`config.mk`:
```
export PLATFORM = sky130hd
export DESIGN_NAME = id_ex_stage
export DESIGN_NICKNAME = d
export VERILOG_FILES = /design/src/rtl/id_ex_stage.sv
export SDC_FILE = /design/constraint.sdc
export NUM_CORES = 1
export LEC_CHECK = 0
export CAP_MARGIN = 20
export CORE_UTILIZATION = 32
export DETAILED_ROUTE_END_ITERATION = 8
export SYNTH_ARGS = -nofsm -noshare
export SYNTH_HDL_FRONTEND = slang
export SYNTH_SLANG_ARGS = --single-unit
```
`constraint.sdc`:
```
create_clock -name clk -period 7.8 [get_ports clk]
set_clock_uncertainty 0.1 [all_clocks]
set_input_delay 1.56 -clock clk [delete_from_list [all_inputs] [get_ports clk]]
set_output_delay 1.56 -clock clk [all_outputs]
set_load 0.005 [all_outputs]
```
`src/rtl/id_ex_stage.sv`:
```
// id_ex_stage
//   ID -> EX pipeline register sitting right after the register file.
//   - Captures the ID instruction, PC, operands and decoded immediate.
//   - Forwards the WB write into the ID operands. The RF write and the ID read
//     happen on the same edge, so rD1/rD2 would otherwise be stale.
//   - Detects a load in EX feeding the ID instruction, holds ID for one cycle
//     and injects a NOP bubble.
//   - Applies the EX redirect (flush) and counts the load-use bubbles it inserts.
// Ports
//   clk, rst         clock, asynchronous active-high reset
//   inst2, id_valid  ID instruction and its valid flag
//   pc_id            PC of inst2
//   rD1, rD2         RF reads of inst2 rs1/rs2
//   inst5, RegWrite  WB instruction and its write enable
//   WriteData        WB write data
//   flush            EX redirect; kills the ID instruction
//   inst3, ex_valid  EX instruction and its valid flag
//   pc_ex            PC of inst3
//   rs1_ex, rs2_ex   forwarded operands
//   imm_ex           sign-extended immediate of inst3
//   stall_id         hold PC and IF/ID (load-use)
//   bubble_cnt       number of load-use bubbles inserted (wraps)
module id_ex_stage #(
  parameter int          XLEN     = 32,
  parameter logic [31:0] NOP_INST = 32'h0000_0013,
  parameter int          CNT_W    = 32
) (
  input  logic             clk,
  input  logic             rst,
  input  logic [31:0]      inst2,
  input  logic             id_valid,
  input  logic [XLEN-1:0]  pc_id,
  input  logic [XLEN-1:0]  rD1,
  input  logic [XLEN-1:0]  rD2,
  input  logic [31:0]      inst5,
  input  logic             RegWrite,
  input  logic [XLEN-1:0]  WriteData,
  input  logic             flush,
  output logic [31:0]      inst3,
  output logic             ex_valid,
  output logic [XLEN-1:0]  pc_ex,
  output logic [XLEN-1:0]  rs1_ex,
  output logic [XLEN-1:0]  rs2_ex,
  output logic [XLEN-1:0]  imm_ex,
  output logic             stall_id,
  output logic [CNT_W-1:0] bubble_cnt
);

  localparam logic [6:0] OP_LUI    = 7'b0110111;
  localparam logic [6:0] OP_AUIPC  = 7'b0010111;
  localparam logic [6:0] OP_JAL    = 7'b1101111;
  localparam logic [6:0] OP_JALR   = 7'b1100111;
  localparam logic [6:0] OP_BRANCH = 7'b1100011;
  localparam logic [6:0] OP_LOAD   = 7'b0000011;
  localparam logic [6:0] OP_STORE  = 7'b0100011;
  localparam logic [6:0] OP_IMM    = 7'b0010011;
  localparam logic [6:0] OP_REG    = 7'b0110011;

  logic [6:0]      opcode;
  logic [4:0]      rs1_idx;
  logic [4:0]      rs2_idx;
  logic [4:0]      wb_rd;
  logic [4:0]      ex_rd;
  logic            wb_hit1;
  logic            wb_hit2;
  logic [XLEN-1:0] op1;
  logic [XLEN-1:0] op2;
  logic            use1;
  logic            use2;
  logic            ex_is_load;
  logic [31:0]     imm32;
  logic [XLEN-1:0] imm;
  logic            unused_inst5;

  assign opcode  = inst2[6:0];
  assign rs1_idx = inst2[19:15];
  assign rs2_idx = inst2[24:20];
  assign wb_rd   = inst5[11:7];
  assign ex_rd   = inst3[11:7];

  // Only the destination field of the WB instruction matters here.
  assign unused_inst5 = ^{inst5[31:12], inst5[6:0]};

  // WB write-through; x0 is never forwarded.
  assign wb_hit1 = RegWrite && (wb_rd != 5'd0) && (wb_rd == rs1_idx);
  assign wb_hit2 = RegWrite && (wb_rd != 5'd0) && (wb_rd == rs2_idx);
  assign op1     = wb_hit1 ? WriteData : rD1;
  assign op2     = wb_hit2 ? WriteData : rD2;

  // Field bits of unused source registers are immediate bits and must not
  // raise false hazards.
  assign use1 = (opcode != OP_LUI) && (opcode != OP_AUIPC) && (opcode != OP_JAL);
  assign use2 = (opcode == OP_REG) || (opcode == OP_STORE) || (opcode == OP_BRANCH);

  assign ex_is_load = ex_valid && (inst3[6:0] == OP_LOAD) && (ex_rd != 5'd0);
  assign stall_id   = ex_is_load && id_valid &&
                      ((use1 && (ex_rd == rs1_idx)) || (use2 && (ex_rd == rs2_idx)));

  always_comb begin
    imm32 = 32'd0;
    case (opcode)
      OP_IMM, OP_LOAD, OP_JALR:
        imm32 = {{20{inst2[31]}}, inst2[31:20]};
      OP_STORE:
        imm32 = {{20{inst2[31]}}, inst2[31:25], inst2[11:7]};
      OP_BRANCH:
        imm32 = {{19{inst2[31]}}, inst2[31], inst2[7], inst2[30:25], inst2[11:8], 1'b0};
      OP_LUI, OP_AUIPC:
        imm32 = {inst2[31:12], 12'd0};
      OP_JAL:
        imm32 = {{11{inst2[31]}}, inst2[31], inst2[19:12], inst2[20], inst2[30:21], 1'b0};
      default:
        imm32 = 32'd0;
    endcase
  end

  assign imm = XLEN'(signed'(imm32));

  // Flush beats stall: a killed instruction must not be counted as a bubble.
  always_ff @(posedge clk or posedge rst) begin
    if (rst) begin
      inst3      <= NOP_INST;
      ex_valid   <= 1'b0;
      pc_ex      <= '0;
      rs1_ex     <= '0;
      rs2_ex     <= '0;
      imm_ex     <= '0;
      bubble_cnt <= '0;
    end else if (flush) begin
      inst3    <= NOP_INST;
      ex_valid <= 1'b0;
    end else if (stall_id) begin
      inst3      <= NOP_INST;
      ex_valid   <= 1'b0;
      bubble_cnt <= bubble_cnt + CNT_W'(1);
    end else begin
      inst3    <= id_valid ? inst2 : NOP_INST;
      ex_valid <= id_valid;
      pc_ex    <= pc_id;
      rs1_ex   <= op1;
      rs2_ex   <= op2;
      imm_ex   <= imm;
    end
  end

endmodule
```
==> impl_results.md <==
- Max Clk Rate: 0.1739 GHz
- # rows: 59
- # IOs: 391
- Final WL: 27080 um
- Setup_tns: 0 ns
- All-Layer GR Usage: 19.99%
- Worst-path maximum fanout: 10
- Crit-path most repeated cell: clkdlybuf4s50_1
- Final Hold Fails: 0
- Complex-gate fraction of the synthesized area: 8.629%
- Shortest period the worst path allows: 5.749 ns
- Worst flop-to-flop path startpoint: inst3[8]
- Max clock buf depth: 2
- Hold_buf cts: 0
- CP required: 6.14 ns
- Cell variety after synth: 48
- Crit path depth: 6
- IO Port Bufs: 363
- Setup ws final: 2.051 ns
- Commonest non-fill, non-tap cells in the layout: clkdlybuf4s50_1, dfrtp_1, a21oi_1, nor2_1, mux2i_1
- Simple-Gate Fraction of Synth Area: 14.09%
- Syn_area_per_cell: 11.14 sq um
- Cts repair resizes: 0
- Yosys warns: 0
- # setup viols final: 0
- Fin Hold WS: 0.3756 ns
- Filler cells: 2436
- Most common cell after layout, fill and taps aside: clkdlybuf4s50_1
- Kind of cell adding the most delay to the critical path: buffers and inverters
- Xor/xnor share of the synthesized area: 5.257%
- Share of cells above drive strength 1: 5.966%
- CTS tree: done
- Register area share after synthesis: 56.88%
- Crit end category: output port
- Ys async rst share: 100.0%
- First-pass GRT wire length: 40940 um
- Post-DP HPWL: 19880 um
- Slew Viols, Final: 0
- Clk slew on worst S/H paths: 0.07 ns
- Cells on worst reg2reg path: 7
- RSZ-0062 raised after global routing: no
- Clock Sinks: 193
- Tightest Pin Transition: 1.066 ns
- Vias in the first global route: 6941
- 1st-pass router iterations: 4
- Power density over cell area: 181.7 nW/um^2
- Die area: 27210 sq um
- Core box area: 26060 sq um
- Bufs and invs on worst path: 2
- GR Overflow Total: 0
- Cell Chain, Critical Path: clkdlybuf4s50_1 -> xnor2_1 -> nand3_1 -> nor4_2 -> o21a_1 -> clkdlybuf4s50_1
- Synth-to-Final Area Change: 52.88%
- Mux cell area share after synthesis: 11.91%
- WS Path Type: in -> out
- Wire per inst: 18.58 um
- Status: finished, final reports clean
- Initial antenna violation count: 0
- Yosys reg bits: 193
- Leakage Power: 0.005265 uW
- N_diodes: 0
- Largest family of logic cells by synthesized area: simple AND/OR/NAND/NOR gates
- Syn Nets: 961
- Max stage delay on crit path: 0.66 ns
- Nets: 1308
- Worst Setup EP: stall_id
- Fin util: 49.85%
- DIE HEIGHT: 165.0 um
- Critical Path Source: inst2[21]
- Post-synthesis adder-cell area fraction: 0.1473%
- Via density: 4.798
- DRC: 0
- Worst Hold Class: reg -> reg
- Cells after Synth: 763
- EDFF count, synth: 0
- Pin count of the biggest net entering global routing: 127
- Max transition margin: 28.96%
- WP data arrival: 4.09 ns
- Routability cong.: 0.8144
- Post-synth top flop: dfrtp_1
- Final ANT Viol Nets: 0
- Slowest stage cell, crit path: clkdlybuf4s50_1
- Iter 0 DRT Violations: 499
- Worst reg-to-reg setup slack: 4.46 ns
- Clk root buf: clkbuf_16
- Max_cap viols: 0
- Mapped cell area: 8497 sq um
- RR Endpoint: imm_ex[31]
- Worst ir drop on vdd: 0.1144 mV
- Setup bufs post-CTS: 0
- Total CTS buffers: 17
- Worst setup SP type: input pin
- Vias: 6995
- Initial core utilization: 32.61%
- Clock Latency Late Sink: 0.42 ns
- Die width: 165.0 um
- Pre-CTS WS: 1.932 ns
- H-tree level count: 4
- Final worst-path cycle share: 73.71%
-- registers in the layout, summed over array words and instances (netlist names) --
register / flops
bubble_cnt: 32
imm_ex: 32
inst3: 32
pc_ex: 32
rs1_ex: 32
rs2_ex: 32
ex_valid: 1
-- synth_stat cells (2+ instances only) --
library cell,instances,area (sq um)
buf_6,3,33.78
nand4b_1,3,26.28
nand4_1,10,62.56
dfrtp_1,190,4755
nand2b_1,3,18.77
clkbuf_1,8,30.03
mux2_2,13,146.4
nor2_1,99,371.6
or4_1,2,15.01
buf_2,26,130.1
and4bb_2,2,25.02
nor4_2,4,50.05
inv_1,4,15.01
nand2_1,24,90.09
mux2i_1,64,640.6
o211ai_1,2,15.01
and3_1,35,219.0
nand3_1,28,140.1
xnor2_1,41,359.1
dfstp_2,3,78.83
xor2_1,10,87.58
and2_1,5,31.28
a21oi_1,109,545.5
o21ai_0,10,50.05
mux2_1,20,225.2
nor3_1,6,30.03
a22oi_1,5,37.54
nand3b_1,2,15.01
buf_4,7,52.55
nor2b_1,3,18.77
nor4_1,2,12.51
or2_2,2,12.51
o21a_1,2,15.01
or3b_1,2,17.52
-- metal layers --
layer,global-route usage (%),part of all wire [%],vias up
li1,-,-,3357
met1,24.87,40,3365
met2,33.92,50,259
met3,6.027,8.7,14
met4,4.462,0.94,0
met5,0,0,-
-- worst min-delay path by stage --
stage | startpoint | endpoint | slack, ns | cells after the start
floorplan | bubble_cnt[31] | bubble_cnt[31] | 0.37 | 1
global placement | bubble_cnt[31] | bubble_cnt[31] | 0.36 | 1
detailed placement | bubble_cnt[31] | bubble_cnt[31] | 0.37 | 1
CTS | bubble_cnt[31] | bubble_cnt[31] | 0.38 | 1
global route | pc_ex[17] | pc_ex[17] | 0.41 | 1
finish | bubble_cnt[31] | bubble_cnt[31] | 0.38 | 1
-- report_power, final --
part           switching, uW  internal, uW  leakage (uW)
Sequential              35.9          1070       0.00237
Clock                    430           431      0.000277
Combinational            158           239       0.00262
-- logic make-up after synthesis --
family                   Yosys count
adder cells (fa/ha/maj)            1
buffers and inverters             48
multiplexers                      97
AND/OR/NAND/NOR                  237
AO/OA/AOI/OAI                    136
flip-flops                       193
XOR/XNOR                          51
-- per-stage QoR --
step | power, uW | instance area (sq um) | instances
after global placement | 1519 | 12400 | 1425
after detailed placement | 1522 | 12400 | 1425
after CTS | 2391 | 12960 | 1457
after floorplan | 1248 | 8497 | 763
final | 2360 | 12990 | 1458
after global routing | 2465 | 12990 | 1458
-- final cells by class --
class	count	area [sq um]	share of cell area, %
clock buffer	19	442.9	3.410
clock inverter	13	123.9	0.9536
inverter	4	22.52	0.1734
multi-input combinational	522	3427	26.38
sequential	193	4833	37.21
tap	335	419.2	3.227
timing repair buffer	372	3721	28.65
Note: power is estimated with default switching activity, not from simulation.
